===== src/rtl/if_pc_fetch.sv =====
// IF-stage fetch controller: owns the fetch PC, keeps at most one IMEM request
// in flight, and hands instructions to IF/ID while honouring EX redirects.
module if_pc_fetch #(
   parameter logic [31:0] RESET_PC = 32'h0000_0000,
   parameter logic [31:0] PC_STEP  = 32'd4
) (
   input  logic        clk,
   input  logic        rst,
   input  logic        redirect_valid,
   input  logic [31:0] redirect_addr,
   output logic        imem_req_valid,
   output logic [31:0] imem_req_addr,
   input  logic        imem_req_ready,
   input  logic        imem_resp_valid,
   input  logic [31:0] imem_resp_data,
   output logic        out_valid,
   output logic [31:0] out_pc,
   output logic [31:0] out_instr,
   input  logic        out_ready,
   output logic        misaligned_fault,
   output logic [31:0] fault_pc
);

   typedef enum logic [1:0] {S_REQ, S_WAIT, S_OUT, S_FAULT} state_t;

   state_t      state_q, state_d;
   logic [31:0] pc_q, pc_d;
   logic [31:0] fetch_pc_q, fetch_pc_d;
   logic [31:0] out_pc_q, out_pc_d;
   logic [31:0] out_instr_q, out_instr_d;
   logic [31:0] fault_pc_q, fault_pc_d;
   logic        drop_q, drop_d;
   logic        fault_q, fault_d;
   logic        req_fire;
   logic        redir_ok;

   // drop_q marks an in-flight response that belongs to a flushed path
   assign imem_req_valid   = (state_q == S_REQ) && !drop_q && !rst;
   assign imem_req_addr    = pc_q;
   assign req_fire         = imem_req_valid && imem_req_ready;
   assign redir_ok         = redirect_valid && (redirect_addr[1:0] == 2'b00);
   assign out_valid        = (state_q == S_OUT);
   assign out_pc           = out_pc_q;
   assign out_instr        = out_instr_q;
   assign misaligned_fault = fault_q;
   assign fault_pc         = fault_pc_q;

   always_comb begin
      state_d     = state_q;
      pc_d        = pc_q;
      fetch_pc_d  = fetch_pc_q;
      out_pc_d    = out_pc_q;
      out_instr_d = out_instr_q;
      fault_pc_d  = fault_pc_q;
      drop_d      = drop_q;
      fault_d     = fault_q;

      if (redirect_valid) begin
         if (redir_ok) begin
            pc_d    = redirect_addr;
            fault_d = 1'b0;
            state_d = S_REQ;
         end else begin
            fault_pc_d = redirect_addr;
            fault_d    = 1'b1;
            state_d    = S_FAULT;
         end
         case (state_q)
            S_REQ: begin
               if (req_fire) begin
                  // the request leaving this cycle is already wrong-path
                  drop_d = 1'b1;
                  if (redir_ok) state_d = S_WAIT;
               end else if (imem_resp_valid) begin
                  drop_d = 1'b0;
               end
            end
            S_WAIT:  drop_d = !imem_resp_valid;
            S_FAULT: if (imem_resp_valid) drop_d = 1'b0;
            default: ;
         endcase
      end else begin
         case (state_q)
            S_REQ: begin
               if (req_fire) begin
                  fetch_pc_d = pc_q;
                  pc_d       = pc_q + PC_STEP;
                  state_d    = S_WAIT;
               end else if (imem_resp_valid) begin
                  drop_d = 1'b0;
               end
            end
            S_WAIT: begin
               if (imem_resp_valid) begin
                  if (drop_q) begin
                     drop_d  = 1'b0;
                     state_d = S_REQ;
                  end else begin
                     out_instr_d = imem_resp_data;
                     out_pc_d    = fetch_pc_q;
                     state_d     = S_OUT;
                  end
               end
            end
            S_OUT:   if (out_ready) state_d = S_REQ;
            S_FAULT: if (imem_resp_valid) drop_d = 1'b0;
            default: state_d = S_REQ;
         endcase
      end
   end

   always_ff @(posedge clk or posedge rst) begin
      if (rst) begin
         state_q     <= S_REQ;
         pc_q        <= RESET_PC;
         fetch_pc_q  <= 32'h0;
         out_pc_q    <= 32'h0;
         out_instr_q <= 32'h0;
         fault_pc_q  <= 32'h0;
         drop_q      <= 1'b0;
         fault_q     <= 1'b0;
      end else begin
         state_q     <= state_d;
         pc_q        <= pc_d;
         fetch_pc_q  <= fetch_pc_d;
         out_pc_q    <= out_pc_d;
         out_instr_q <= out_instr_d;
         fault_pc_q  <= fault_pc_d;
         drop_q      <= drop_d;
         fault_q     <= fault_d;
      end
   end

endmodule


===== config.mk =====
export PLATFORM = sky130hd
export DESIGN_NAME = if_pc_fetch
export DESIGN_NICKNAME = d
export VERILOG_FILES = /design/src/rtl/if_pc_fetch.sv
export SDC_FILE = /design/constraint.sdc
export NUM_CORES = 1
export LEC_CHECK = 0
export BUFFER_PORTS_ARGS = -buffer_cell sky130_fd_sc_hd__buf_2
export CAP_MARGIN = 20
export CORE_UTILIZATION = 47
export DETAILED_ROUTE_END_ITERATION = 6
export GPL_TIMING_DRIVEN = 0
export PLACE_DENSITY = 0.84
export SLEW_MARGIN = 20
export SYNTH_ARGS = -nofsm -noshare
export SYNTH_HDL_FRONTEND = slang
export SYNTH_SLANG_ARGS = --single-unit

===== constraint.sdc =====
create_clock -name clk -period 5.8 [get_ports clk]
set_input_delay 1.16 -clock clk [delete_from_list [all_inputs] [get_ports clk]]
set_output_delay 1.16 -clock clk [all_outputs]
set_load 0.02 [all_outputs]

Yosys cells after proc, flatten, opt, wreduce, memory -nomap -nowiden
Cells that the tools add are included.

operators by class
  reductions and logical operators = 20
  muxes and demuxes = 21
  add/sub/neg operators = 1
  equal/unequal tests = 9
  bitwise logic cells = 3

operator list
  operator               count
  $mux 32                4
  $add 32x3->32 const B  1
  $mux 2                 9
  $ne 3x3->1 const B     3
  $reduce_and 3->1       3
  $reduce_and 4->1       2
  $pmux 2 s3             1
  $mux 1                 5
  $eq 2x2->1 const B     2
  $logic_and 1x1->1      4
  $logic_not 2->1        2
  $ne 4x1->1 const B     1
  $reduce_bool 2->1      2
  $reduce_bool 4->1      1
  $logic_not 1->1        3
  $ne 3x2->1 const B     1
  $not 1->1              3
  $pmux 1 s3             1
  $reduce_bool 3->1      1
  $eq 2x1->1 const B     1
  $ne 2x1->1 const B     1
  $pmux 1 s2             1
  $reduce_and 2->1       1
  $reduce_or 2->1        1

storage, ports and cells
  output and inout bits = 131
  logic and storage cells = 62
  bits of input ports = 70
  register bits = 164

Depth between registers and ports, before layout
  depth after elaboration = 7
  mapped depth = 8
  depth with buffers taken out = 7

Worst setup path before layout
OpenSTA, ideal clock, no wires.

  kind = input to output
  start point = in rst
  end point = out imem_req_valid
  path buffers = 0
  arrival time = 1678 ps
  setup slack = 2962 ps
  required time = 4640 ps
  stages on the path = 1
  cells stage by stage = nor3b_1

on the way
  word-level cells in the longest chain between the ends = 2

RTL lines
  what                              line  source
  from (decl)                       8     input logic rst,
  $logic_not 1->1 (no source line)  --
  $logic_and 1x1->1                 38    assign imem_req_valid = (state_q == S_REQ) && !drop_q && !rst;
  to (decl)                         11    output logic imem_req_valid,

Every way passes these cells.

Worst setup path after layout
  start point = in rst
  end point = reg pc_q[31] (netlist: imem_req_addr[31])

on the way
  word-level cells in the longest chain between the ends = 5

RTL lines
  what                                line  source
  $logic_not 1->1 (no source line)    --
  $logic_and 1x1->1                   38
  $logic_and 1x1->1                   40    assign req_fire = imem_req_valid && imem_req_ready;
  $reduce_bool 2->1 (no source line)  --
  $reduce_and 3->1 (no source line)   --
  to (signal assigned)                124   pc_q <= pc_d;
  to (decl)                           27    logic [31:0] pc_q, pc_d;

Every way passes these cells.
A chain may end at the register's enable or synchronous reset.

==> qor.tcl <==
set qor(timing.reg2reg.worst_path_depth) 7
set qor(crit_cells) 6
set qor(power_density_nw_per_um2) 449
set qor(dp.cells) 1054
set qor(drt-wirelength-per-cell_um) 17.3
set qor(worstPathMaxFanout) 9
set qor(critical_r2r_launch) {state_q[0]$_DFFE_PP0P_}
set qor(critical_path.endpoint_type) {register}
set qor(violations) {DRC}
set qor(rows) 44
set qor(clock-root-buffer) {clkbuf_16}
set qor(via_count_of_the_first_global_routing_pass) 5970
set qor(io_buffer_count) 200
set qor(rsz0062_at_grt) {no}
set qor(syn_inst) 669
set qor(r2r-end) {imem_req_addr[31]$_DFFE_PP0P_}
set qor(numClockSinks) 164
set qor(clkSlewWorstSetupHoldPaths_ns) 0.06
set qor(detail_route.drc_violations) 41
set qor(cts_buffers) 17
set qor(ios) 201
set qor(worst_ep_arrival_ns) 3.28
set qor(setup_viol) 0
set qor(synth_nets) 744
set qor(detail_route.first_pass.iterations) 7
set qor(ff_latch_area_um2) 4100
set qor(mappedNetlistArea_um2) 7080
set qor(clk-insertion-delay-late_ns) 0.43
set qor(fin_worst_skew_ns) 0.0128
set qor(endpoint) {imem_req_addr[31]$_DFFE_PP0P_}
set qor(die_x_um) 125
set qor(report.final.hold_viol_count) 0
set qor(static-leakage-power_nw) 4.59
set qor(design.die.area_um2) 15600
set qor(cts-hold-fix-buffers) 0
set qor(report.power.total_mw) 4.00
set qor(num-nets-final) 964
set qor(synth_top_flop_cell) {dfrtp_1}
set qor(cap_viol_max_count) 0
set qor(antenna_found_initial) 0
set qor(clock_tree.buffer_depth) 2
set qor(die_h_um) 125
set qor(tritoncts) {done}
set qor(timing_worst_slew_pin_value_ns) 0.913
set qor(outcome) {finished, violations left}
set qor(rrSetupSlack_ns) 3.08
set qor(crit_path_top_delay_cell) {mux2i_1}
set qor(synth_async_sr_flop_share) 1.00
set qor(vias_per_cell) 5.48
set qor(holdCritPathClass) {register to register}
set qor(crit_path_cell_trace) {buf_2 > nand4bb_1 > mux2i_1 > o21ai_0 > o21bai_1 > o221a_2}
set qor(worst-setup-path-type) {input pin to register}
set qor(route.final.wire_length_um) 18800
set qor(critPathBufInv) 1
set qor(ys_types) 55
set qor(vdd.ir_drop.worst_v) 0.000211
set qor(cts_max_level) 4
set qor(fin_setup_tns_ns) 0
set qor(critical_path_required_ns) 6.16
set qor(finish.cell_count_without_fillers) 1085
set qor(cts_resized) 0
set qor(fillerInstances) 1196
set qor(drt_iter0_drc) 398
set qor(cp-start-kind) {input pin}
set qor(antenna_cells) 0
set qor(timing.final.crit_share) 0.504
set qor(grt_max_degree) 110
set qor(worstHoldStart) {fetch_pc_q[24]$_DFFE_PP0P_}
set qor(postCtsSetupRepairBufs) 0
set qor(timing.max_slew.rel_slack) 0.374
set qor(multi_input_comb_area_um2) 2810
set qor(finalCriticalPeriod_ns) 2.93
set qor(drive_gt1_frac) 0.354
set qor(achievable_freq_mhz) 342
set qor(seq_area_frac_synth) 0.579
set qor(cpLargestDelayFamily) {multiplexers}
set qor(starting_density) 0.484
set qor(design.core.area_um2) 14600
set qor(grt_overflow_total) 0
set qor(yosysWarningCount) 0
set qor(synthesis.area_per_instance_um2) 10.6
set qor(gp_routability_congestion) 0.913
set qor(grt_first_pass_wirelength_um) 30600
set qor(place.detailed.hpwl_um) 13700
set qor(groute.usage.overall) 0.253
set qor(routed-via-count) 5947
set qor(max_slew_violation_total_from_the_final_report) 0
set qor(crit_start) {rst}
set qor(p_r_area_growth_vs_syn_pct) 25.8
set qor(synth-edff-count) 0
set qor(critPathMaxStageDelay_ns) 0.87
set qor(ys_seq_elements) 164
set qor(ant_nets) 0
metal layers:
metal / wire [um] / vias up / GRT usage
met1: 8010 / 2841 / 0.328
met4: 542 / 0 / 0.120
met3: 1470 / 50 / 0.0653
met5: 0 / - / 0
met2: 8770 / 310 / 0.398
li1: - / 2746 / -
logic make-up (layout without fill, tap and decap cells):
| kind of cell | after synthesis | in the layout | synth area share |
|---|---|---|---|
| flip-flops | 164 | 164 | 0.579 |
| AND/OR/NAND/NOR | 291 | 291 | 0.187 |
| XOR/XNOR | 4 | 4 | 0.00495 |
| multiplexers | 71 | 71 | 0.112 |
| AO/OA/AOI/OAI | 93 | 93 | 0.0843 |
| adder cells (fa/ha/maj) | 5 | 5 | 0.00883 |
| buffers and inverters | 41 | 273 | 0.0238 |
worst min path at each step:
stage / endpoint / depth (start not counted)
2_1_floorplan: fetch_pc_q[4]$_DFFE_PP0P_ / 2
3_3_place_gp: fault_pc[12]$_DFFE_PP0P_ / 2
3_5_place_dp: fault_pc[3]$_DFFE_PP0P_ / 2
4_1_cts: fault_pc[1]$_DFFE_PP0P_ / 2
5_1_grt: fault_pc[3]$_DFFE_PP0P_ / 2
6_report: fetch_pc_q[24]$_DFFE_PP0P_ / 2
registers in the layout, summed over array words and instances, names as in the netlist:
| register | flops |
|---|---|
| imem_req_addr | 32 |
| state_q | 2 |
| fault_pc | 32 |
| out_instr | 32 |
| fetch_pc_q | 32 |
| drop_q | 1 |
| misaligned_fault | 1 |
| out_pc | 32 |
placed cells by master, fill, tap and decap left out, types with 4 or more instances in the layout:
cell type,n
buf_2,212
nand2_1,203
dfrtp_1,164
mux2_2,65
nor2_1,29
o21ai_0,29
clkbuf_1,21
a21oi_1,21
clkbuf_16,17
nand3_1,14
and3_1,9
o22ai_1,9
inv_1,8
nand4_1,8
mux2i_1,6
ha_1,5
clkinv_2,5
nor3_1,4
nor4_1,4
a22oi_1,4
Yosys cell counts (all sizes together), types with 3 or more instances:
cell | count | area (um^2)
o32ai | 3 | 26.3
a22oi | 4 | 30.0
ha | 5 | 62.6
clkbuf | 18 | 67.6
nand2 | 203 | 762
nor2 | 29 | 109
dfrtp | 164 | 4100
o21ai | 30 | 150
and3 | 9 | 56.3
mux2i | 6 | 60.1
nand3 | 15 | 80.1
a211oi | 4 | 35.0
a31oi | 3 | 18.8
a21oi | 21 | 105
nor4 | 8 | 101
nand4 | 9 | 71.3
buf | 13 | 63.8
xor2 | 3 | 26.3
inv | 10 | 37.5
nor3 | 4 | 20.0
o22ai | 9 | 56.3
mux2 | 65 | 732
and2 | 3 | 18.8
final cells by class:
| class | instances | area share |
|---|---|---|
| Timing Repair Buffer | 201 | 0.115 |
| Inverter | 10 | 0.00506 |
| Tap cell | 184 | 0.0258 |
| Multi-Input combinational cell | 464 | 0.315 |
| Buffer | 31 | 0.0147 |
| Clock buffer | 21 | 0.0506 |
| Sequential cell | 164 | 0.461 |
| Clock inverter | 10 | 0.0122 |
worst reg2reg max path: stages (launching register included):
cell and delay (ns):
dfrtp_1 0.40, inv_1 0.11, ha_1 0.24, nand4bb_1 0.38, mux2i_1 0.87, o21ai_0 0.25
o21bai_1 0.21, o221a_2 0.19
stage by stage:
stage / area [um^2] / setup slack [ns] / util / hold slack [ns]
after floorplan: 7080 / 0.207 / - / 0.440
after global placement: 8310 / -1.58 / 0.568 / 0.453
after detailed placement: 8350 / 2.62 / 0.570 / 0.457
after CTS: 8910 / 2.91 / 0.608 / 0.472
after global routing: 8910 / 2.87 / 0.608 / 0.490
final: 8910 / 2.87 / 0.608 / 0.471
power by group:
| group | internal [mW] | total [mW] | switching (mW) | leakage [nW] |
|---|---|---|---|---|
| Sequential | 1.50 | 1.73 | 0.230 | 2.05 |
| Clock | 0.639 | 1.07 | 0.435 | 0.272 |
| Combinational | 0.469 | 1.20 | 0.728 | 2.26 |
| Total | 2.61 | 4.00 | 1.39 | 4.59 |
No activity file was read; power rests on OpenSTA's default activity.
